==> src/rtl/uart_pkg.sv <==
// Shared UART definitions: transmitter FSM states, frame constants and the
// memory-mapped TX address decoded by the data-memory block.
package uart_pkg;

  typedef enum logic [1:0] {
    IDLE  = 2'd0,
    START = 2'd1,
    DATA  = 2'd2,
    STOP  = 2'd3
  } uart_state_e;

  localparam int unsigned DEFAULT_CLKS_PER_BIT = 868;
  localparam int unsigned FRAME_BITS           = 10;
  localparam int unsigned BAUD_W               = 16;
  localparam logic [31:0] UART_TX_ADDR         = 32'h1000_0000;

endpackage

==> src/rtl/sync_fifo.sv <==
// Synchronous FIFO with first-word fall-through read data; DEPTH must be a
// power of two so the pointers wrap on their own.
module sync_fifo #(
  parameter int WIDTH = 8,
  parameter int DEPTH = 16
) (
  input  logic                     clk,
  input  logic                     rst_n,
  input  logic                     wr_i,
  input  logic [WIDTH-1:0]         wdata_i,
  input  logic                     pop_i,
  output logic [WIDTH-1:0]         rdata_o,
  output logic                     full_o,
  output logic                     empty_o,
  output logic [$clog2(DEPTH):0]   count_o
);

  localparam int AW = $clog2(DEPTH);
  localparam logic [AW:0] FULL_CNT = (AW+1)'(DEPTH);

  logic [WIDTH-1:0] mem_q [DEPTH];
  logic [AW-1:0]    wr_ptr_q, wr_ptr_d, rd_ptr_q, rd_ptr_d;
  logic [AW:0]      count_q, count_d;
  logic             push, pop;

  // A write into a full queue still lands when the same cycle frees a slot.
  always_comb begin
    pop      = pop_i && (count_q != '0);
    push     = wr_i && ((count_q != FULL_CNT) || pop);
    wr_ptr_d = push ? wr_ptr_q + AW'(1) : wr_ptr_q;
    rd_ptr_d = pop  ? rd_ptr_q + AW'(1) : rd_ptr_q;
    count_d  = count_q;
    unique case ({push, pop})
      2'b10:   count_d = count_q + (AW+1)'(1);
      2'b01:   count_d = count_q - (AW+1)'(1);
      default: count_d = count_q;
    endcase
  end

  always_ff @(posedge clk) begin
    if (!rst_n) begin
      wr_ptr_q <= '0;
      rd_ptr_q <= '0;
      count_q  <= '0;
    end else begin
      wr_ptr_q <= wr_ptr_d;
      rd_ptr_q <= rd_ptr_d;
      count_q  <= count_d;
    end
  end

  always_ff @(posedge clk) begin
    if (push) mem_q[wr_ptr_q] <= wdata_i;
  end

  assign rdata_o = mem_q[rd_ptr_q];
  assign full_o  = (count_q == FULL_CNT);
  assign empty_o = (count_q == '0);
  assign count_o = count_q;

endmodule

==> src/rtl/uart_tx_buffered.sv <==
// Buffered 8N1 UART transmitter fed by the store-side write strobe.
// Define UART_TX_FIFO_EN for a FIFO_DEPTH-entry queue; otherwise one holding register.
module uart_tx_buffered
  import uart_pkg::*;
#(
  parameter int CLKS_PER_BIT = DEFAULT_CLKS_PER_BIT,
  parameter int FIFO_DEPTH   = 16
) (
  input  logic       clk,
  input  logic       rst_n,
  input  logic       uart_we,
  input  logic [7:0] uart_wdata,
  output logic       uart_tx,
  output logic       busy,
  output logic       full,
  output logic       overflow
);

  if (CLKS_PER_BIT < 2 || CLKS_PER_BIT > 65535) begin : g_bad_cpb
    $error("uart_tx_buffered: CLKS_PER_BIT must be within 2..65535");
  end
  if (FIFO_DEPTH < 2 || (FIFO_DEPTH & (FIFO_DEPTH - 1)) != 0) begin : g_bad_depth
    $error("uart_tx_buffered: FIFO_DEPTH must be a power of two >= 2");
  end

  localparam logic [BAUD_W-1:0] BAUD_LAST = BAUD_W'(CLKS_PER_BIT - 1);

  uart_state_e       state_q, state_d;
  logic [BAUD_W-1:0] baud_q, baud_d;
  logic [2:0]        bit_idx_q, bit_idx_d;
  logic [7:0]        shift_q, shift_d;
  logic              tx_q, tx_d;
  logic              overflow_q, overflow_d;

  logic              q_pop, q_empty, q_full, q_any;
  logic [7:0]        q_rdata;

`ifdef UART_TX_FIFO_EN
  logic [$clog2(FIFO_DEPTH):0] q_count;

  sync_fifo #(
    .WIDTH(8),
    .DEPTH(FIFO_DEPTH)
  ) u_fifo (
    .clk     (clk),
    .rst_n   (rst_n),
    .wr_i    (uart_we),
    .wdata_i (uart_wdata),
    .pop_i   (q_pop),
    .rdata_o (q_rdata),
    .full_o  (q_full),
    .empty_o (q_empty),
    .count_o (q_count)
  );

  assign q_any = (q_count != '0);
`else
  logic       hold_valid_q, hold_valid_d;
  logic [7:0] hold_data_q, hold_data_d;

  always_comb begin
    hold_valid_d = hold_valid_q;
    hold_data_d  = hold_data_q;
    if (q_pop) hold_valid_d = 1'b0;
    if (uart_we && (!hold_valid_q || q_pop)) begin
      hold_valid_d = 1'b1;
      hold_data_d  = uart_wdata;
    end
  end

  always_ff @(posedge clk) begin
    if (!rst_n) hold_valid_q <= 1'b0;
    else        hold_valid_q <= hold_valid_d;
  end

  always_ff @(posedge clk) begin
    hold_data_q <= hold_data_d;
  end

  assign q_rdata = hold_data_q;
  assign q_full  = hold_valid_q;
  assign q_empty = !hold_valid_q;
  assign q_any   = hold_valid_q;
`endif

  always_comb begin
    state_d    = state_q;
    baud_d     = baud_q + BAUD_W'(1);
    bit_idx_d  = bit_idx_q;
    shift_d    = shift_q;
    q_pop      = 1'b0;
    unique case (state_q)
      IDLE: begin
        baud_d = '0;
        if (!q_empty) begin
          q_pop   = 1'b1;
          shift_d = q_rdata;
          state_d = START;
        end
      end
      START: begin
        if (baud_q == BAUD_LAST) begin
          baud_d    = '0;
          bit_idx_d = '0;
          state_d   = DATA;
        end
      end
      DATA: begin
        if (baud_q == BAUD_LAST) begin
          baud_d    = '0;
          shift_d   = {1'b0, shift_q[7:1]};
          bit_idx_d = bit_idx_q + 3'd1;
          if (bit_idx_q == 3'd7) state_d = STOP;
        end
      end
      STOP: begin
        // Chain straight into the next start bit so queued bytes leave gap-free.
        if (baud_q == BAUD_LAST) begin
          baud_d = '0;
          if (!q_empty) begin
            q_pop   = 1'b1;
            shift_d = q_rdata;
            state_d = START;
          end else begin
            state_d = IDLE;
          end
        end
      end
      default: state_d = IDLE;
    endcase

    // Line level is registered from the next state so uart_tx has no input path.
    unique case (state_d)
      START:   tx_d = 1'b0;
      DATA:    tx_d = shift_d[0];
      default: tx_d = 1'b1;
    endcase

    overflow_d = overflow_q || (uart_we && q_full && !q_pop);
  end

  always_ff @(posedge clk) begin
    if (!rst_n) begin
      state_q    <= IDLE;
      baud_q     <= '0;
      bit_idx_q  <= '0;
      tx_q       <= 1'b1;
      overflow_q <= 1'b0;
    end else begin
      state_q    <= state_d;
      baud_q     <= baud_d;
      bit_idx_q  <= bit_idx_d;
      tx_q       <= tx_d;
      overflow_q <= overflow_d;
    end
  end

  always_ff @(posedge clk) begin
    shift_q <= shift_d;
  end

  assign uart_tx  = tx_q;
  assign busy     = (state_q != IDLE) || q_any;
  assign full     = q_full;
  assign overflow = overflow_q;

endmodule

==> config.mk <==
export PLATFORM = sky130hd
export DESIGN_NAME = uart_tx_buffered
export DESIGN_NICKNAME = d
export VERILOG_FILES = /design/src/rtl/uart_pkg.sv /design/src/rtl/sync_fifo.sv /design/src/rtl/uart_tx_buffered.sv
export SDC_FILE = /design/constraint.sdc
export NUM_CORES = 1
export LEC_CHECK = 0
export BUFFER_PORTS_ARGS = -buffer_cell sky130_fd_sc_hd__buf_4
export CAP_MARGIN = 10
export CORE_MARGIN = 4
export CORE_UTILIZATION = 48
export CTS_CLUSTER_DIAMETER = 40
export DETAILED_ROUTE_END_ITERATION = 10
export PLACE_DENSITY = 0.78
export SLEW_MARGIN = 20
export SYNTH_ARGS = -nofsm -noshare
export SYNTH_HDL_FRONTEND = slang
export SYNTH_SLANG_ARGS = --single-unit
==> constraint.sdc <==
create_clock -name clk -period 2.1 [get_ports clk]
set_input_delay 0.42 -clock clk [delete_from_list [all_inputs] [get_ports clk]]
set_output_delay 0.42 -clock clk [all_outputs]
set_load 0.005 [all_outputs]
==> flow_summary.yaml <==
synth:
  yosys.area.top_type: "dfxtp_1"
  ys_warn_count: 0
  yosys.area.top_type_share_pct: 25.74
  synthesis.area_um2: 1944
  synth_edf_count: 15
  syn_nets: 205
  synth_commonest_cells: "25 x dfxtp_1, 23 x nor2_1, 17 x nand2_1"
  seq_area_frac_synth_pct: 48.91
  synth_area_per_cell_um2: 10.51
  ys_seq_elements: 40
  synth_most_common_cell: "dfxtp_1"
  synth-main-ff-cell: "dfxtp_1"
  synthCells: 185
  yosysUniqueCellTypes: 46
  synth_area_leaders: "dfxtp_1 26%, edfxtp_1 23%, ha_1 5.8%"
  async_flop_share_pct: 0
place:
  io_buffers: 14
  dpl.hpwl_mm: 2.573
  routabilityCongestion: 0.7682
  placed_area_um2: 2161
  dp_cells: 249
layout:
  num_antenna_cells: 0
  nFillCells: 313
  final_layout_size_suffix_gt1_share_pct: 22.49
  post-route-cell-area_um2: 2292
  area_delta_synth_final_pct: 17.89
  final_nets: 228
  instances_no_fill: 257
setup_path:
  critical-path-top-delay-family: "simple AND/OR/NAND/NOR gates"
  crit_chain: "ha_1 -> nor4b_4 -> and4_4 -> a21oi_2 -> o21a_1 -> nor2b_2 -> buf_12"
  cp_max_fo: 8
  crit_type: "reg2reg"
  max_stage_delay_ps: 360
  cp_num_buf_inv: 1
  start_kind: "flop"
  cp.required_ps: 2120
  cp-end-kind: "flop"
  slowest_stage: "dfxtp_1"
  crit_arrival_ps: 1950
global_routing:
  gr-usage-met2_pct: 24.59
  grt_use_met3_pct: 4.067
  track_usage_pct: 14.70
  grt_pass1_vias: 1298
  grt_pass1_wl_mm: 5.927
  grt_max_degree: 17
  antenna_found_initial: 0
  grt_util_met1_pct: 17.74
  top_usage_layer: "met2"
  grt_overflow: 0
sta:
  period_minus_slack_ps: 1928
  maxSlewViolCount: 0
  max-slew-margin-rel_pct: 73.33
  finalHoldViolations: 0
  setup_viol: 0
  rsz0062_at_grt: "false"
  post-route-period-util_pct: 91.79
  fmax_mhz: 518.8
  finClkSkew_ps: 10.11
  worst-slew-pin-transition_ps: 396.9
detailed_routing:
  wl_per_cell_um: 13.51
  first_pass_iters: 4
  wl_mm: 3.472
  routed-via-count: 1358
  routed_via_density: 5.284
  drc: 0
  drt-initial-drc-count: 68
  ant_nets: 0
die:
  die_x_um: 71.65
  ios: 15
  die_area_um2: 5133
  core-area_um2: 3799
  rows: 22
  start_util_pct: 51.19
  die_h_um: 71.65
cts:
  clk_pin_slew_ps: 90
  hold_buffers: 0
  clock_latency_ps: 300
  cts_htree_levels: 2
  cts_setup_buffers: 0
  clock_sinks: 40
  numCtsBuffers: 5
  cts_tree: "built"
  cts_resized: 0
  clk_path_buf_depth: 2
  cts_root_buffer: "clkbuf_8"
pwr:
  power_leakage_uw: 0.0008707
  sw_frac_of_total_pct: 23.13
  power.switching_uw: 393.1
  clockPowerShare_pct: 37.8
  vdd_drop_max_mv: 0.4629
  p_seq_share_pct: 52.7
  combPwrFrac_pct: 9.5
  powerDensity_nw_per_um2: 741.4
  internal_power_uw: 1306
outcome:
  status: "finished clean"
worst_hold_path:
  min_path_type: "in2reg"
run:
  maxCapViolCount: 0
## placed cells by master (no fill, tap or decap), types with 3 or more instances in the layout
cell type / count
inv_1: 4
o21ai_1: 7
a21oi_1: 3
edfxtp_1: 15
ha_1: 9
clkbuf_8: 5
buf_4: 22
xnor2_1: 3
nand2_1: 17
nor2b_1: 3
nor2_1: 23
a21boi_1: 3
o21a_1: 4
nand4_1: 4
mux2i_1: 7
dfxtp_1: 23
xor2_1: 10
nand3_1: 8
## per-layer routing
metal | up-vias | wire length (um) | part of all wire (%)
li1 | 702 | - | -
met1 | 633 | 1602 | 46
met2 | 14 | 1698 | 49
met3 | 9 | 103 | 3.0
met4 | 0 | 68 | 2.0
met5 | - | 0 | 0
## cells by family (layout without fill, tap and decap cells)
logic type | Yosys count | count (layout) | synth area share (%)
flip-flops | 40 | 40 | 48.91
AO/OA/AOI/OAI | 28 | 28 | 10.75
XOR/XNOR | 13 | 13 | 5.856
multiplexers | 8 | 8 | 4.183
adder cells (fa/ha/maj) | 9 | 9 | 5.792
buffers and inverters | 11 | 35 | 2.381
AND/OR/NAND/NOR | 76 | 76 | 22.14
## sequential cells by signal, summed over array words and instances (netlist names)
signal       count
baud_q          16
hold_data_q      8
shift_q          8
bit_idx_q        3
state_q          2
full             1
overflow         1
uart_tx          1
## metrics by stage
step / hold slack, ps / total power, uW / setup WS [ps] / utilization [%] / TNS, ps
5_1_grt: 279.3 / 1775 / 18.65 / 60.34 / 0
3_5_place_dp: 454.6 / 1073 / 32.85 / 56.88 / 0
4_1_cts: 280.3 / 1719 / 11.02 / 59.95 / 0
3_3_place_gp: 446.2 / 1069 / -6.653 / 56.88 / -6.653
2_1_floorplan: 430.2 / 1009 / 54.83 / - / 0
6_report: 293.6 / 1699 / 172.3 / 60.34 / 0
## path summary, 6_finish.rpt
path / slack [ps] / start / cells after the start / endpoint
min reg2reg: 430 / baud_q[0] / 1 / baud_q[0]
min: 290 / uart_wdata[6] / 1 / hold_data_q[6]
max reg2reg: 170 / baud_q[1] / 7 / hold_data_q[0]
max: 170 / baud_q[1] / 7 / hold_data_q[0]
## power groups by stage
stage	registers, uW	logic [uW]	clock network [uW]
final	896	162	642
after floorplan	902	107	0
after global routing	903	179	693
after detailed placement	913	160	0
after global placement	911	157	0
after CTS	896	160	663
## area by class of cell
cell class / instances / area (um2) / area share, %
clock buffer: 5 / 68.82 / 3.002
inverter: 4 / 15.01 / 0.6550
multi-input combinational: 134 / 962.2 / 41.98
timing repair buffer: 23 / 185.2 / 8.079
tap: 48 / 60.06 / 2.620
sequential: 40 / 953.4 / 41.59
clock inverter: 3 / 47.55 / 2.074
(Power assumes the default switching activity.)
